===== src/rtl/toggle_monitor_pkg.sv =====
// Shared helpers for the toggle-coverage monitor: width functions for the
// read select and the coverage count.
package toggle_monitor_pkg;

   function automatic int sel_w_f(input int width);
      return (width > 1) ? $clog2(width) : 1;
   endfunction

   function automatic int cov_w_f(input int width);
      return $clog2(width + 1);
   endfunction

endpackage


===== src/rtl/toggle_monitor_if.sv =====
// Control, sample and read-port bundle for toggle_monitor.
// No handshake: en qualifies din for one edge, rd_sel is read every edge.
interface toggle_monitor_if
   import toggle_monitor_pkg::*;
#(
   parameter int WIDTH = 2,
   parameter int CNT_W = 4,
   parameter int SEL_W = sel_w_f(WIDTH)
);
   localparam int COV_W = cov_w_f(WIDTH);

   logic             en;
   logic             clr;
   logic [WIDTH-1:0] din;
   logic [SEL_W-1:0] rd_sel;
   logic [CNT_W-1:0] rd_cnt;
   logic             rd_rise;
   logic             rd_fall;
   logic [COV_W-1:0] cov_cnt;
   logic             full_cov;

   modport master (
      output en, clr, din, rd_sel,
      input  rd_cnt, rd_rise, rd_fall, cov_cnt, full_cov
   );

   modport slave (
      input  en, clr, din, rd_sel,
      output rd_cnt, rd_rise, rd_fall, cov_cnt, full_cov
   );
endinterface


===== src/rtl/toggle_bit_cell.sv =====
// One monitored bit: previous sample, sticky rise/fall flags and a
// saturating toggle counter.
module toggle_bit_cell #(
   parameter int CNT_W = 4
) (
   input  logic             clk,
   input  logic             rst_n,
   input  logic             sample,
   input  logic             prev_valid,
   input  logic             clr,
   input  logic             din,
   output logic             rise,
   output logic             fall,
   output logic [CNT_W-1:0] cnt
);
   logic prev;
   logic toggled;

   assign toggled = prev_valid & (prev ^ din);

   always_ff @(posedge clk or negedge rst_n) begin
      if (!rst_n) begin
         prev <= 1'b0;
         rise <= 1'b0;
         fall <= 1'b0;
         cnt  <= '0;
      end else if (clr) begin
         // prev is left alone: prev_valid drops, so the next sample re-primes it
         rise <= 1'b0;
         fall <= 1'b0;
         cnt  <= '0;
      end else if (sample) begin
         if (prev_valid) begin
            rise <= rise | (~prev & din);
            fall <= fall | (prev & ~din);
            if (toggled && (cnt != '1)) cnt <= cnt + CNT_W'(1);
         end
         prev <= din;
      end
   end
endmodule


===== src/rtl/toggle_monitor.sv =====
// Per-bit toggle-coverage monitor: a bit cell per input, a shared first-sample
// flag, a registered read port and a combinational coverage popcount.
module toggle_monitor
   import toggle_monitor_pkg::*;
#(
   parameter int WIDTH = 2,
   parameter int CNT_W = 4,
   parameter int SEL_W = sel_w_f(WIDTH)
) (
   input logic              clk,
   input logic              rst_n,
   toggle_monitor_if.slave  bus
);
   localparam int COV_W = cov_w_f(WIDTH);
   localparam int PAD   = 2 ** SEL_W;

   typedef struct packed {
      logic             rise;
      logic             fall;
      logic [CNT_W-1:0] cnt;
   } rec_t;

   logic             prev_valid;
   rec_t             rec     [WIDTH];
   rec_t             rec_pad [PAD];
   logic [WIDTH-1:0] both;
   logic [COV_W-1:0] cov;

   for (genvar g = 0; g < WIDTH; g++) begin : g_cell
      toggle_bit_cell #(.CNT_W(CNT_W)) u_cell (
         .clk        (clk),
         .rst_n      (rst_n),
         .sample     (bus.en),
         .prev_valid (prev_valid),
         .clr        (bus.clr),
         .din        (bus.din[g]),
         .rise       (rec[g].rise),
         .fall       (rec[g].fall),
         .cnt        (rec[g].cnt)
      );
      assign both[g] = rec[g].rise & rec[g].fall;
   end

   // Unused select codes read as an all-zero record.
   for (genvar p = 0; p < PAD; p++) begin : g_pad
      if (p < WIDTH) begin : g_real
         assign rec_pad[p] = rec[p];
      end else begin : g_zero
         assign rec_pad[p] = '0;
      end
   end

   always_ff @(posedge clk or negedge rst_n) begin
      if (!rst_n) begin
         prev_valid <= 1'b0;
      end else if (bus.clr) begin
         prev_valid <= 1'b0;
      end else if (bus.en) begin
         prev_valid <= 1'b1;
      end
   end

   // Read register samples pre-update state and is not blocked by clr.
   always_ff @(posedge clk or negedge rst_n) begin
      if (!rst_n) begin
         bus.rd_cnt  <= '0;
         bus.rd_rise <= 1'b0;
         bus.rd_fall <= 1'b0;
      end else begin
         bus.rd_cnt  <= rec_pad[bus.rd_sel].cnt;
         bus.rd_rise <= rec_pad[bus.rd_sel].rise;
         bus.rd_fall <= rec_pad[bus.rd_sel].fall;
      end
   end

   always_comb begin
      cov = '0;
      for (int i = 0; i < WIDTH; i++) cov = cov + COV_W'(both[i]);
   end

   assign bus.cov_cnt  = cov;
   assign bus.full_cov = (cov == COV_W'(WIDTH));
endmodule


===== src/flat_wrapper.sv =====
// flat-port wrapper written by rule: the top's interface ports become plain ports
module toggle_monitor_flat import toggle_monitor_pkg::*;
#(
   parameter int WIDTH = 2,
   parameter int CNT_W = 4,
   parameter int SEL_W = sel_w_f(WIDTH)
)
  (clk, rst_n, bus_en, bus_clr, bus_din, bus_rd_sel, bus_rd_cnt, bus_rd_rise, bus_rd_fall, bus_cov_cnt, bus_full_cov);
  toggle_monitor_if #(.WIDTH(WIDTH), .CNT_W(CNT_W), .SEL_W(SEL_W)) bus_i ();
  input logic clk;
  input logic rst_n;
  input wire logic [$bits(bus_i.en)-1:0] bus_en;
  input wire logic [$bits(bus_i.clr)-1:0] bus_clr;
  input wire logic [$bits(bus_i.din)-1:0] bus_din;
  input wire logic [$bits(bus_i.rd_sel)-1:0] bus_rd_sel;
  output wire logic [$bits(bus_i.rd_cnt)-1:0] bus_rd_cnt;
  output wire logic [$bits(bus_i.rd_rise)-1:0] bus_rd_rise;
  output wire logic [$bits(bus_i.rd_fall)-1:0] bus_rd_fall;
  output wire logic [$bits(bus_i.cov_cnt)-1:0] bus_cov_cnt;
  output wire logic [$bits(bus_i.full_cov)-1:0] bus_full_cov;
  assign bus_i.en = bus_en;
  assign bus_i.clr = bus_clr;
  assign bus_i.din = bus_din;
  assign bus_i.rd_sel = bus_rd_sel;
  assign bus_rd_cnt = bus_i.rd_cnt;
  assign bus_rd_rise = bus_i.rd_rise;
  assign bus_rd_fall = bus_i.rd_fall;
  assign bus_cov_cnt = bus_i.cov_cnt;
  assign bus_full_cov = bus_i.full_cov;
  toggle_monitor #(.WIDTH(WIDTH), .CNT_W(CNT_W), .SEL_W(SEL_W)) u_core (.clk(clk), .rst_n(rst_n), .bus(bus_i));
endmodule

===== config.mk =====
export PLATFORM = sky130hd
export DESIGN_NAME = toggle_monitor_flat
export DESIGN_NICKNAME = d
export VERILOG_FILES = /design/src/rtl/toggle_monitor_pkg.sv /design/src/rtl/toggle_monitor_if.sv /design/src/rtl/toggle_bit_cell.sv /design/src/rtl/toggle_monitor.sv /design/src/flat_wrapper.sv
export SDC_FILE = /design/constraint.sdc
export NUM_CORES = 1
export LEC_CHECK = 0
export CAP_MARGIN = 20
export CORE_MARGIN = 1
export CORE_UTILIZATION = 40
export DETAILED_ROUTE_END_ITERATION = 16
export PLACE_DENSITY = 0.64
export SLEW_MARGIN = 15
export SYNTH_ARGS = -nofsm -noshare
export SYNTH_HDL_FRONTEND = slang
export SYNTH_SLANG_ARGS = --single-unit

===== constraint.sdc =====
create_clock -name clk -period 1.9 [get_ports clk]
set_clock_uncertainty 0.15 [all_clocks]
set_input_delay 0.38 -clock clk [delete_from_list [all_inputs] [get_ports clk]]
set_output_delay 0.38 -clock clk [all_outputs]
set_load 0.02 [all_outputs]

==> run summary, run 1 <==
endpoints failing hold: 0
layout cell share with drive strength beyond 1: 25.7%
Vias: 768
first-pass GRT wire length: 3390 um
startpoint class of the critical path: flip-flop
syn nets: 100
CP max stage delay: 390 ps
vias per inst: 5.45
DP Worst Slack: -410 ps
CP cell instances: and2_1 -> ha_1 -> buf_2
placed cell area: 1230 sq um
post-DP HPWL: 1300 um
part of the cycle the worst path needs: 95.4%
slowest CP cell: dfrtp_1
core area: 2280 sq um
Die Height: 51.8 um
Slew Viols, Final: 0
total of max-cap violations: 0
most common cell after layout, fill and taps aside: dfrtp_1
number of antenna diodes: 0
CTS tree: built
fin worst setup slack: 87.2 ps
WL/cell: 13.5 um
outcome: finished clean
Final setup viols: 0
Worst-Margin Slew: 453 ps
Setup CP Type: reg2out
number of antenna-violating nets in the routed design: 0
slew margin rel.: 69.7%
drt total wl: 1910 um
Port-buffer cells: 15
P&R area growth vs syn: 28.2%
CTS buffer count: 3
LEAKAGE: 0.620 nW
GRT Residual Overflow: 0
fin util: 56.0%
I/O pin cnt: 16
Max Clock Freq: 0.552 GHz
CTS Sinks: 21
H-tree depth: 1
initial antenna violation count: 0
commonest cells after routing, fill and taps aside: dfrtp_1, buf_4, clkdlybuf4s50_1
Post-Layout Inst Area: 1270 sq um
root buf cell: clkbuf_4
# DRC: 0
largest net degree at the start of global routing: 22
#FFs+latches synth: 21
Critical Path RT: 1370 ps
Initial Util: 43.7%
CP max FO: 2
worst hold path type: in2async
share of the yosys chip area belonging to registers: 52.9%
die area: 2690 sq um
vias in the first global route: 782
CTS Buffer Depth: 2
first-pass iteration count of the detailed router: 4
Worst VDD drop: 269 uV
CTS Hold Bufs: 0
CP endpoint kind: output port
RSZ-0062 raised after global routing: false
Die W: 51.8 um
yosys synthesis warning count: 0
WP data arrival: 1280 ps
Placer Congestion: 0.781
Yosys cell types: 21
Mapped Area: 993 sq um
minimum clock period after layout: 1810 ps
gr usage total: 17.2%
Layout Nets: 128
Synth Area per Inst: 11.6 sq um
Post-Syn Instances: 86
clk_lat worst skew: 300 ps
DRT iter0 DRCs: 18
row cnt: 17
PD cells: 622 nW/um^2
Clock transition at path regs: 120 ps
==> kinds of logic (layout without fill, tap and decap cells) <==
group	count (synthesis)	count (layout)	share of synthesized area, %
buffers and inverters	11	38	4.66
AND/OR/NAND/NOR	19	19	11.2
flip-flops	21	21	52.9
multiplexers	8	8	8.82
adder cells (fa/ha/maj)	7	7	8.82
AO/OA/AOI/OAI	20	20	13.6
==> registers in the layout, indices dropped and copies added, names as in the netlist <==
| signal | flops |
|---|---|
| u_core.bus.rd_cnt | 4 |
| u_core.g_cell.u_cell.cnt | 8 |
| u_core.prev_valid | 1 |
| u_core.bus.rd_rise | 1 |
| u_core.bus.rd_fall | 1 |
| u_core.g_cell.u_cell.fall | 2 |
| u_core.g_cell.u_cell.prev | 2 |
| u_core.g_cell.u_cell.rise | 2 |
==> power by group <==
part	internal, W	total (W)	switching [W]
sequential	0.000464	0.000476	0.0000123
clock	0.0000783	0.000210	0.000132
combinational	0.0000529	0.000106	0.0000532
==> per-layer routing <==
layer,up-vias,track usage [%],routed length (um)
met5,-,0,0
met4,0,9.46,33
met3,4,1.75,83
met2,26,27.4,945
met1,365,22.9,846
li1,373,-,-
==> metrics by stage <==
step | cells | setup TNS (ps) | hold slack (ps) | total power, W
after floorplan | 86 | 0 | -65.6 | 0.000532
after global placement | 134 | -2460 | 344 | 0.000585
after detailed placement | 134 | -2790 | 366 | 0.000586
after CTS | 141 | 0 | 266 | 0.000803
after global routing | 141 | 0 | 277 | 0.000843
final | 141 | 0 | 259 | 0.000792
==> synthesized netlist by cell type <==
library cell  count  area (sq um)
or3_1             2          12.5
dfrtp_1          21           526
and3_2            2          15.0
nand3_1           2          10.0
o21ai_0           4          20.0
clkbuf_1          2          7.51
mux2_2            6          67.6
nor2_1            6          22.5
a31oi_1           4          25.0
mux2i_1           2          20.0
a21oi_1           4          20.0
or3b_1            2          17.5
ha_1              7          87.6
o311ai_0          4          35.0
inv_1             7          26.3
buf_4             1          7.51
nor2b_1           1          6.26
and2_1            2          12.5
buf_2             1          5.00
o41ai_1           4          35.0
nand3b_1          2          15.0
==> final cells by class <==
cell class              count  area [sq um]
repair buffers             27           223
well taps                  28          35.0
clock inverters             1          5.00
inverters                   7          26.3
multi-input cells          54           437
flip-flops and latches     21           526
fillers                   189          1000
clock buffers               3          22.5
==> worst max-delay path, delay by kind of cell, from the launching register on <==
family,cells,cell delay [ps]
adder cells (fa/ha/maj),1,280
flip-flops,1,390
buffers and inverters,1,160
AND/OR/NAND/NOR,1,160
==> path summary, 6_finish.rpt <==
| kind | startpoint | to | slack (ps) | depth (start not counted) |
|---|---|---|---|---|
| setup / recovery | u_core.g_cell[0].u_cell.fall$_DFFE_PN0P_ | bus_cov_cnt[0] | 90 | 3 |
| hold / removal | rst_n | u_core.g_cell[1].u_cell.rise$_DFFE_PN0P_ | 260 | 2 |
| setup reg to reg | u_core.g_cell[1].u_cell.prev$_DFFE_PN0P_ | u_core.g_cell[1].u_cell.cnt[1]$_DFFE_PN0P_ | 110 | 4 |
| hold reg to reg | u_core.g_cell[0].u_cell.cnt[2]$_DFFE_PN0P_ | u_core.g_cell[0].u_cell.cnt[2]$_DFFE_PN0P_ | 410 | 1 |
| max in group asynchronous | rst_n | u_core.g_cell[0].u_cell.cnt[2]$_DFFE_PN0P_ | 1130 | 2 |
| min in group clk | bus_din[0] | u_core.g_cell[0].u_cell.prev$_DFFE_PN0P_ | 350 | 3 |
==> timing repair <==
action / in CTS / in global routing
pin swaps: 6 / 0
resized for setup: 13 / 5
endpoints found under the setup margin: 11 / 3
cloned: 0 / 0
setup buffers: 3 / 0
hold endpoints to repair: 0 / 0
No activity file was read; power rests on OpenSTA's default activity.
==> run 2: changes to the inputs <==
--- a/config.mk
+++ b/config.mk
@@ -5,11 +5,10 @@
 export SDC_FILE = /design/constraint.sdc
 export NUM_CORES = 1
 export LEC_CHECK = 0
-export CAP_MARGIN = 20
 export CORE_MARGIN = 1
-export CORE_UTILIZATION = 40
+export CORE_UTILIZATION = 51
 export DETAILED_ROUTE_END_ITERATION = 16
-export PLACE_DENSITY = 0.64
+export PLACE_DENSITY = 0.78
 export SLEW_MARGIN = 15
 export SYNTH_ARGS = -nofsm -noshare
 export SYNTH_HDL_FRONTEND = slang
==> run summary, run 2 (synthesized netlist as in run 1, its figures left out) <==
outcome: finished clean (unchanged)
core area: 1780 sq um (was 2280 sq um)
gr usage total: 21.1% (was 17.2%)
CP cell instances: and2_1 -> ha_1 -> buf_2 (unchanged)
Clock transition at path regs: 120 ps (about the same)
commonest cells after routing, fill and taps aside: dfrtp_1, buf_4, clkdlybuf4s50_1 (unchanged)
placed cell area: 1250 sq um (was 1230 sq um)
first-pass iteration count of the detailed router: 4 (unchanged)
Worst Path Buf+Inv: 1 (unchanged)
fin cells: 140 (was 141)
Min Hold Slack: 240 ps (was 259 ps)
row cnt: 15 (was 17)
Post-Layout Inst Area: 1280 sq um (was 1270 sq um)
P&R area growth vs syn: 29.0% (was 28.2%)
DRT iter0 DRCs: 7 (was 18)
Setup CP Type: reg2out (unchanged)
RSZ-0062 raised after global routing: false (unchanged)
Vias: 768 (unchanged)
slowest CP cell: dfrtp_1 (unchanged)
most common cell after layout, fill and taps aside: dfrtp_1 (unchanged)
CTS tree: built (unchanged)
Crit path max-delay family: flip-flops (unchanged)
number of antenna diodes: 0 (unchanged)
die area: 2130 sq um (was 2690 sq um)
layout cell share with drive strength beyond 1: 27.0% (was 25.7%)
Port-buffer cells: 15 (unchanged)
CTS buffer count: 3 (unchanged)
root buf cell: clkbuf_4 (unchanged)
I/O pin cnt: 16 (unchanged)
initial antenna violation count: 0 (unchanged)
fin worst setup slack: 50.2 ps (was 87.2 ps)
number of flip-flops in the largest register: 8 (unchanged)
drt total wl: 1960 um (was 1910 um)
first-pass GRT wire length: 3170 um (was 3390 um)
number of antenna-violating nets in the routed design: 0 (unchanged)
clk_lat worst skew: 290 ps (was 300 ps)
# DRC: 0 (unchanged)
minimum clock period after layout: 1850 ps (was 1810 ps)
WP data arrival: 1320 ps (was 1280 ps)
Worst VDD drop: 425 uV (was 269 uV)
WL/cell: 14.0 um (was 13.5 um)
startpoint class of the critical path: flip-flop (unchanged)
part of the cycle the worst path needs: 97.4% (was 95.4%)
total of max-cap violations: 0 (unchanged)
PD cells: 622 nW/um^2 (about the same)
Worst-Margin Slew: 344 ps (was 453 ps)
post-DP HPWL: 1540 um (was 1300 um)
CP endpoint kind: output port (unchanged)
largest net degree at the start of global routing: 22 (unchanged)
Placer Congestion: 0.744 (was 0.781)
slew margin rel.: 76.8% (was 69.7%)
vias per inst: 5.49 (was 5.45)
Final setup viols: 0 (unchanged)
Biggest register: u_core.g_cell.u_cell.cnt (unchanged)
Slew Viols, Final: 0 (unchanged)
H-tree depth: 1 (unchanged)
Critical Path RT: 1370 ps (about the same)
DP Worst Slack: -391 ps (was -410 ps)
Layout Nets: 130 (was 128)
CTS Sinks: 21 (unchanged)
Die Height: 46.1 um (was 51.8 um)
Initial Util: 55.7% (was 43.7%)
Die W: 46.1 um (was 51.8 um)
GRT Residual Overflow: 0 (unchanged)
Largest regs: u_core.g_cell.u_cell.cnt: 8 flops, u_core.bus.rd_cnt: 4 flops (unchanged)
worst hold path type: in2reg (was in2async)
CTS Buffer Depth: 2 (unchanged)
CP max FO: 2 (unchanged)
Max Clock Freq: 0.541 GHz (was 0.552 GHz)
CP max stage delay: 400 ps (was 390 ps)
Placed Instances: 135 (was 134)
vias in the first global route: 718 (was 782)
LEAKAGE: 0.632 nW (was 0.620 nW)
endpoints failing hold: 0 (unchanged)
-- run 2: cell type report --
class                      instances  area, sq um
clock buffer                       3         22.5
timing repair buffer              29          241
multi-input combinational         54          429
fill                             141          502
tap                               25         31.3
sequential                        21          526
clock inverter                     1         5.00
inverter                           7         26.3
-- run 2: layer usage --
| layer | GRT usage, % | vias up | routed length (um) |
|---|---|---|---|
| met4 | 5.88 | 0 | 26 |
| met3 | 2.75 | 4 | 57 |
| met5 | 0 | - | 0 |
| met1 | 27.6 | 374 | 924 |
| met2 | 36.3 | 16 | 949 |
| li1 | - | 374 | - |
-- run 2: where the power goes --
group          switching [W]  internal (W)  leakage [nW]  total [W]
registers          0.0000125      0.000464         0.285   0.000476
clock network       0.000133     0.0000782        0.0177   0.000211
logic              0.0000534     0.0000558         0.329   0.000109
total               0.000199      0.000598         0.632   0.000797
-- run 2: stage by stage --
stage                     setup TNS, ps  total power (W)  util (%)
final                                 0         0.000797      71.9
after detailed placement          -2760         0.000593      70.2
after CTS                             0         0.000802      72.1
after global placement            -2270         0.000588      70.2
after floorplan                       0         0.000532         -
after global routing                  0         0.000833      71.9
-- run 2: repair_timing --
| item | in CTS | in global routing |
|---|---|---|
| gates resized for setup | 13 | 4 |
| hold buffers | 0 | 0 |
| endpoints found under the setup margin | 9 | 6 |
| setup buffers | 1 | 0 |
| pin swaps | 2 | 2 |
-- run 2: worst reg2reg max path: stages, from the launching register on --
cell and delay, ps:
dfrtp_1 400, ha_1 260, nand3b_1 280, or3_1 420
a21oi_2 160
-- run 2: path summary, 6_finish.rpt --
| path | cells after the start | to | start | slack [ps] |
|---|---|---|---|---|
| max in group asynchronous | 2 | u_core.prev_valid$_DFFE_PN0P_ | rst_n | 1130 |
| hold / removal | 3 | u_core.g_cell[0].u_cell.prev$_DFFE_PN0P_ | bus_din[0] | 240 |
| setup reg to reg | 4 | u_core.g_cell[1].u_cell.cnt[0]$_DFFE_PN0P_ | u_core.g_cell[1].u_cell.prev$_DFFE_PN0P_ | 160 |
| setup / recovery | 3 | bus_cov_cnt[0] | u_core.g_cell[0].u_cell.fall$_DFFE_PN0P_ | 50 |
| hold reg to reg | 1 | u_core.g_cell[1].u_cell.cnt[2]$_DFFE_PN0P_ | u_core.g_cell[1].u_cell.cnt[2]$_DFFE_PN0P_ | 400 |
| min in group asynchronous | 2 | u_core.g_cell[1].u_cell.rise$_DFFE_PN0P_ | rst_n | 260 |
==> run 3: changes to the inputs <==
--- a/config.mk
+++ b/config.mk
@@ -6,9 +6,10 @@
 export NUM_CORES = 1
 export LEC_CHECK = 0
 export CORE_MARGIN = 1
-export CORE_UTILIZATION = 51
+export CORE_UTILIZATION = 40
 export DETAILED_ROUTE_END_ITERATION = 16
-export PLACE_DENSITY = 0.78
+export PLACE_DENSITY = 0.64
+export SKIP_CTS_REPAIR_TIMING = 1
 export SLEW_MARGIN = 15
 export SYNTH_ARGS = -nofsm -noshare
 export SYNTH_HDL_FRONTEND = slang
==> run summary, run 3 (synthesized netlist as in run 1, its figures left out) <==
outcome: finished clean (unchanged)
worst hold path type: in2reg (unchanged)
R2R depth: 4 (unchanged)
Clock transition at path regs: 110 ps (was 120 ps)
endpoints failing hold: 0 (unchanged)
CTS tree: built (unchanged)
Min Hold Slack: 242 ps (was 240 ps)
largest net degree at the start of global routing: 22 (unchanged)
Die W: 51.8 um (was 46.1 um)
vias in the first global route: 748 (was 718)
Worst-Margin Slew: 461 ps (was 344 ps)
Largest regs: u_core.g_cell.u_cell.cnt: 8 flops, u_core.bus.rd_cnt: 4 flops (unchanged)
Slew Viols, Final: 0 (unchanged)
Biggest register: u_core.g_cell.u_cell.cnt (unchanged)
commonest cells after routing, fill and taps aside: dfrtp_1, clkdlybuf4s50_1, buf_4 (was dfrtp_1, buf_4, clkdlybuf4s50_1)
root buf cell: clkbuf_4 (unchanged)
Vias: 758 (was 768)
sw frac: 25.2% (was 25.0%)
H-tree depth: 1 (unchanged)
Layout Nets: 127 (was 130)
number of antenna-violating nets in the routed design: 0 (unchanged)
CTS Sinks: 21 (unchanged)
GRT Residual Overflow: 0 (unchanged)
Die Height: 51.8 um (was 46.1 um)
drt total wl: 1940 um (was 1960 um)
WL/cell: 13.9 um (was 14.0 um)
core area: 2280 sq um (was 1780 sq um)
CP endpoint kind: output port (unchanged)
Initial Util: 43.7% (was 55.7%)
P&R area growth vs syn: 32.6% (was 29.0%)
startpoint class of the critical path: flip-flop (unchanged)
Port-buffer cells: 15 (unchanged)
die area: 2690 sq um (was 2130 sq um)
Max Clock Freq: 0.552 GHz (was 0.541 GHz)
Worst VDD drop: 313 uV (was 425 uV)
combinational share of power: 13.6% (was 13.7%)
CTS Buffer Depth: 2 (unchanged)
global-route met1 utilization: 22.7% (was 27.6%)
part of the power in the clock network: 26.6% (was 26.5%)
I/O pin cnt: 16 (unchanged)
busiest layer in global routing: met2 (unchanged)
Worst Hold Depth: 3 (unchanged)
PD cells: 605 nW/um^2 (was 622 nW/um^2)
# DRC: 0 (unchanged)
met2 GRT Util: 25.6% (was 36.3%)
CP max FO: 2 (unchanged)
first-pass GRT wire length: 3240 um (was 3170 um)
P_sw: 0.000201 W (was 0.000199 W)
met3 Use GR: 1.75% (was 2.75%)
Placer Congestion: 0.781 (was 0.744)
Power, Total: 0.000796 W (was 0.000797 W)
number of flip-flops in the largest register: 8 (unchanged)
Critical Path RT: 1370 ps (about the same)
slew margin rel.: 69.2% (was 76.8%)
Setup CP Type: reg2out (unchanged)
gr usage total: 16.3% (was 21.1%)
most common cell after layout, fill and taps aside: dfrtp_1 (unchanged)
layout cell share with drive strength beyond 1: 25.9% (was 27.0%)
number of antenna diodes: 0 (unchanged)
part of the cycle the worst path needs: 95.3% (was 97.4%)
slowest CP cell: dfrtp_1 (unchanged)
RSZ-0062 raised after global routing: false (unchanged)
row cnt: 17 (was 15)
LEAKAGE: 0.673 nW (was 0.632 nW)
minimum clock period after layout: 1810 ps (was 1850 ps)
CP cell instances: and2_1 -> ha_1 -> clkbuf_2 (was and2_1 -> ha_1 -> buf_2)
post-DP HPWL: 1300 um (was 1540 um)
Pint: 0.000595 W (was 0.000598 W)
total of max-cap violations: 0 (unchanged)
vias per inst: 5.41 (was 5.49)
WP data arrival: 1280 ps (was 1320 ps)
register share of total power: 59.8% (about the same)
first-pass iteration count of the detailed router: 4 (unchanged)
Final setup viols: 0 (unchanged)
CP max stage delay: 390 ps (was 400 ps)
CTS buffer count: 3 (unchanged)
initial antenna violation count: 0 (unchanged)
clk_lat worst skew: 300 ps (was 290 ps)
DRT iter0 DRCs: 25 (was 7)
-- run 3: cell count changes in the layout (fill, tap and decap cells not counted), sizes merged --
| cell | delta |
|---|---|
| dlygate4sd2 | -1 |
| buf | -4 |
| dlymetal6s2s | +3 |
| clkbuf | -1 |
-- run 3: area by class of cell --
type	count	area, sq um
Clock buffer	3	22.5
Clock inverter	1	5.00
Fill cell	179	958
Inverter	7	26.3
Multi-Input combinational cell	54	462
Sequential cell	21	526
Tap cell	28	35.0
Timing Repair Buffer	26	241
-- run 3: critical path, delay by kind of cell (launching register included) --
kind | cells | cell delay, ps
adder cells (fa/ha/maj) | 1 | 280
flip-flops | 1 | 390
AND/OR/NAND/NOR | 1 | 160
buffers and inverters | 1 | 150
-- run 3: routing by layer --
| metal | vias to the layer above | wire length [um] | part of all wire, % |
|---|---|---|---|
| li1 | 368 | - | - |
| met1 | 363 | 867 | 45 |
| met2 | 23 | 953 | 49 |
| met3 | 4 | 87 | 4.5 |
| met4 | 0 | 32 | 1.6 |
| met5 | - | 0 | 0 |
-- run 3: final timing paths --
path                                                                  from                                          to  slack [ps]
worst max register to register    u_core.g_cell[1].u_cell.prev$_DFFE_PN0P_  u_core.g_cell[1].u_cell.cnt[3]$_DFFE_PN0P_         130
worst min register to register  u_core.g_cell[0].u_cell.cnt[2]$_DFFE_PN0P_  u_core.g_cell[0].u_cell.cnt[2]$_DFFE_PN0P_         400
max in group asynchronous                                            rst_n    u_core.g_cell[0].u_cell.prev$_DFFE_PN0P_        1130
worst max-delay path              u_core.g_cell[0].u_cell.fall$_DFFE_PN0P_                              bus_cov_cnt[0]          90
min in group asynchronous                                            rst_n    u_core.g_cell[1].u_cell.rise$_DFFE_PN0P_         260
worst min-delay path                                            bus_din[0]    u_core.g_cell[0].u_cell.prev$_DFFE_PN0P_         240
-- run 3: power groups by stage --
stage               Combinational [W]  Sequential (W)  Clock, W
floorplan                   0.0000455        0.000487         0
global placement             0.000101        0.000485         0
detailed placement           0.000101        0.000485         0
CTS                          0.000103        0.000476  0.000220
global route                 0.000123        0.000479  0.000243
finish                       0.000108        0.000476  0.000212
-- run 3: stage by stage --
step	utilization (%)	TNS (ps)	area, sq um	worst slack, ps	std cells
final	57.9	0	1320	89.0	140
after global routing	57.9	0	1320	22.0	140
after detailed placement	53.9	-2790	1230	-410	134
after global placement	53.9	-2460	1230	-333	134
after CTS	55.1	-1010	1250	-354	138
after floorplan	-	0	993	263	86
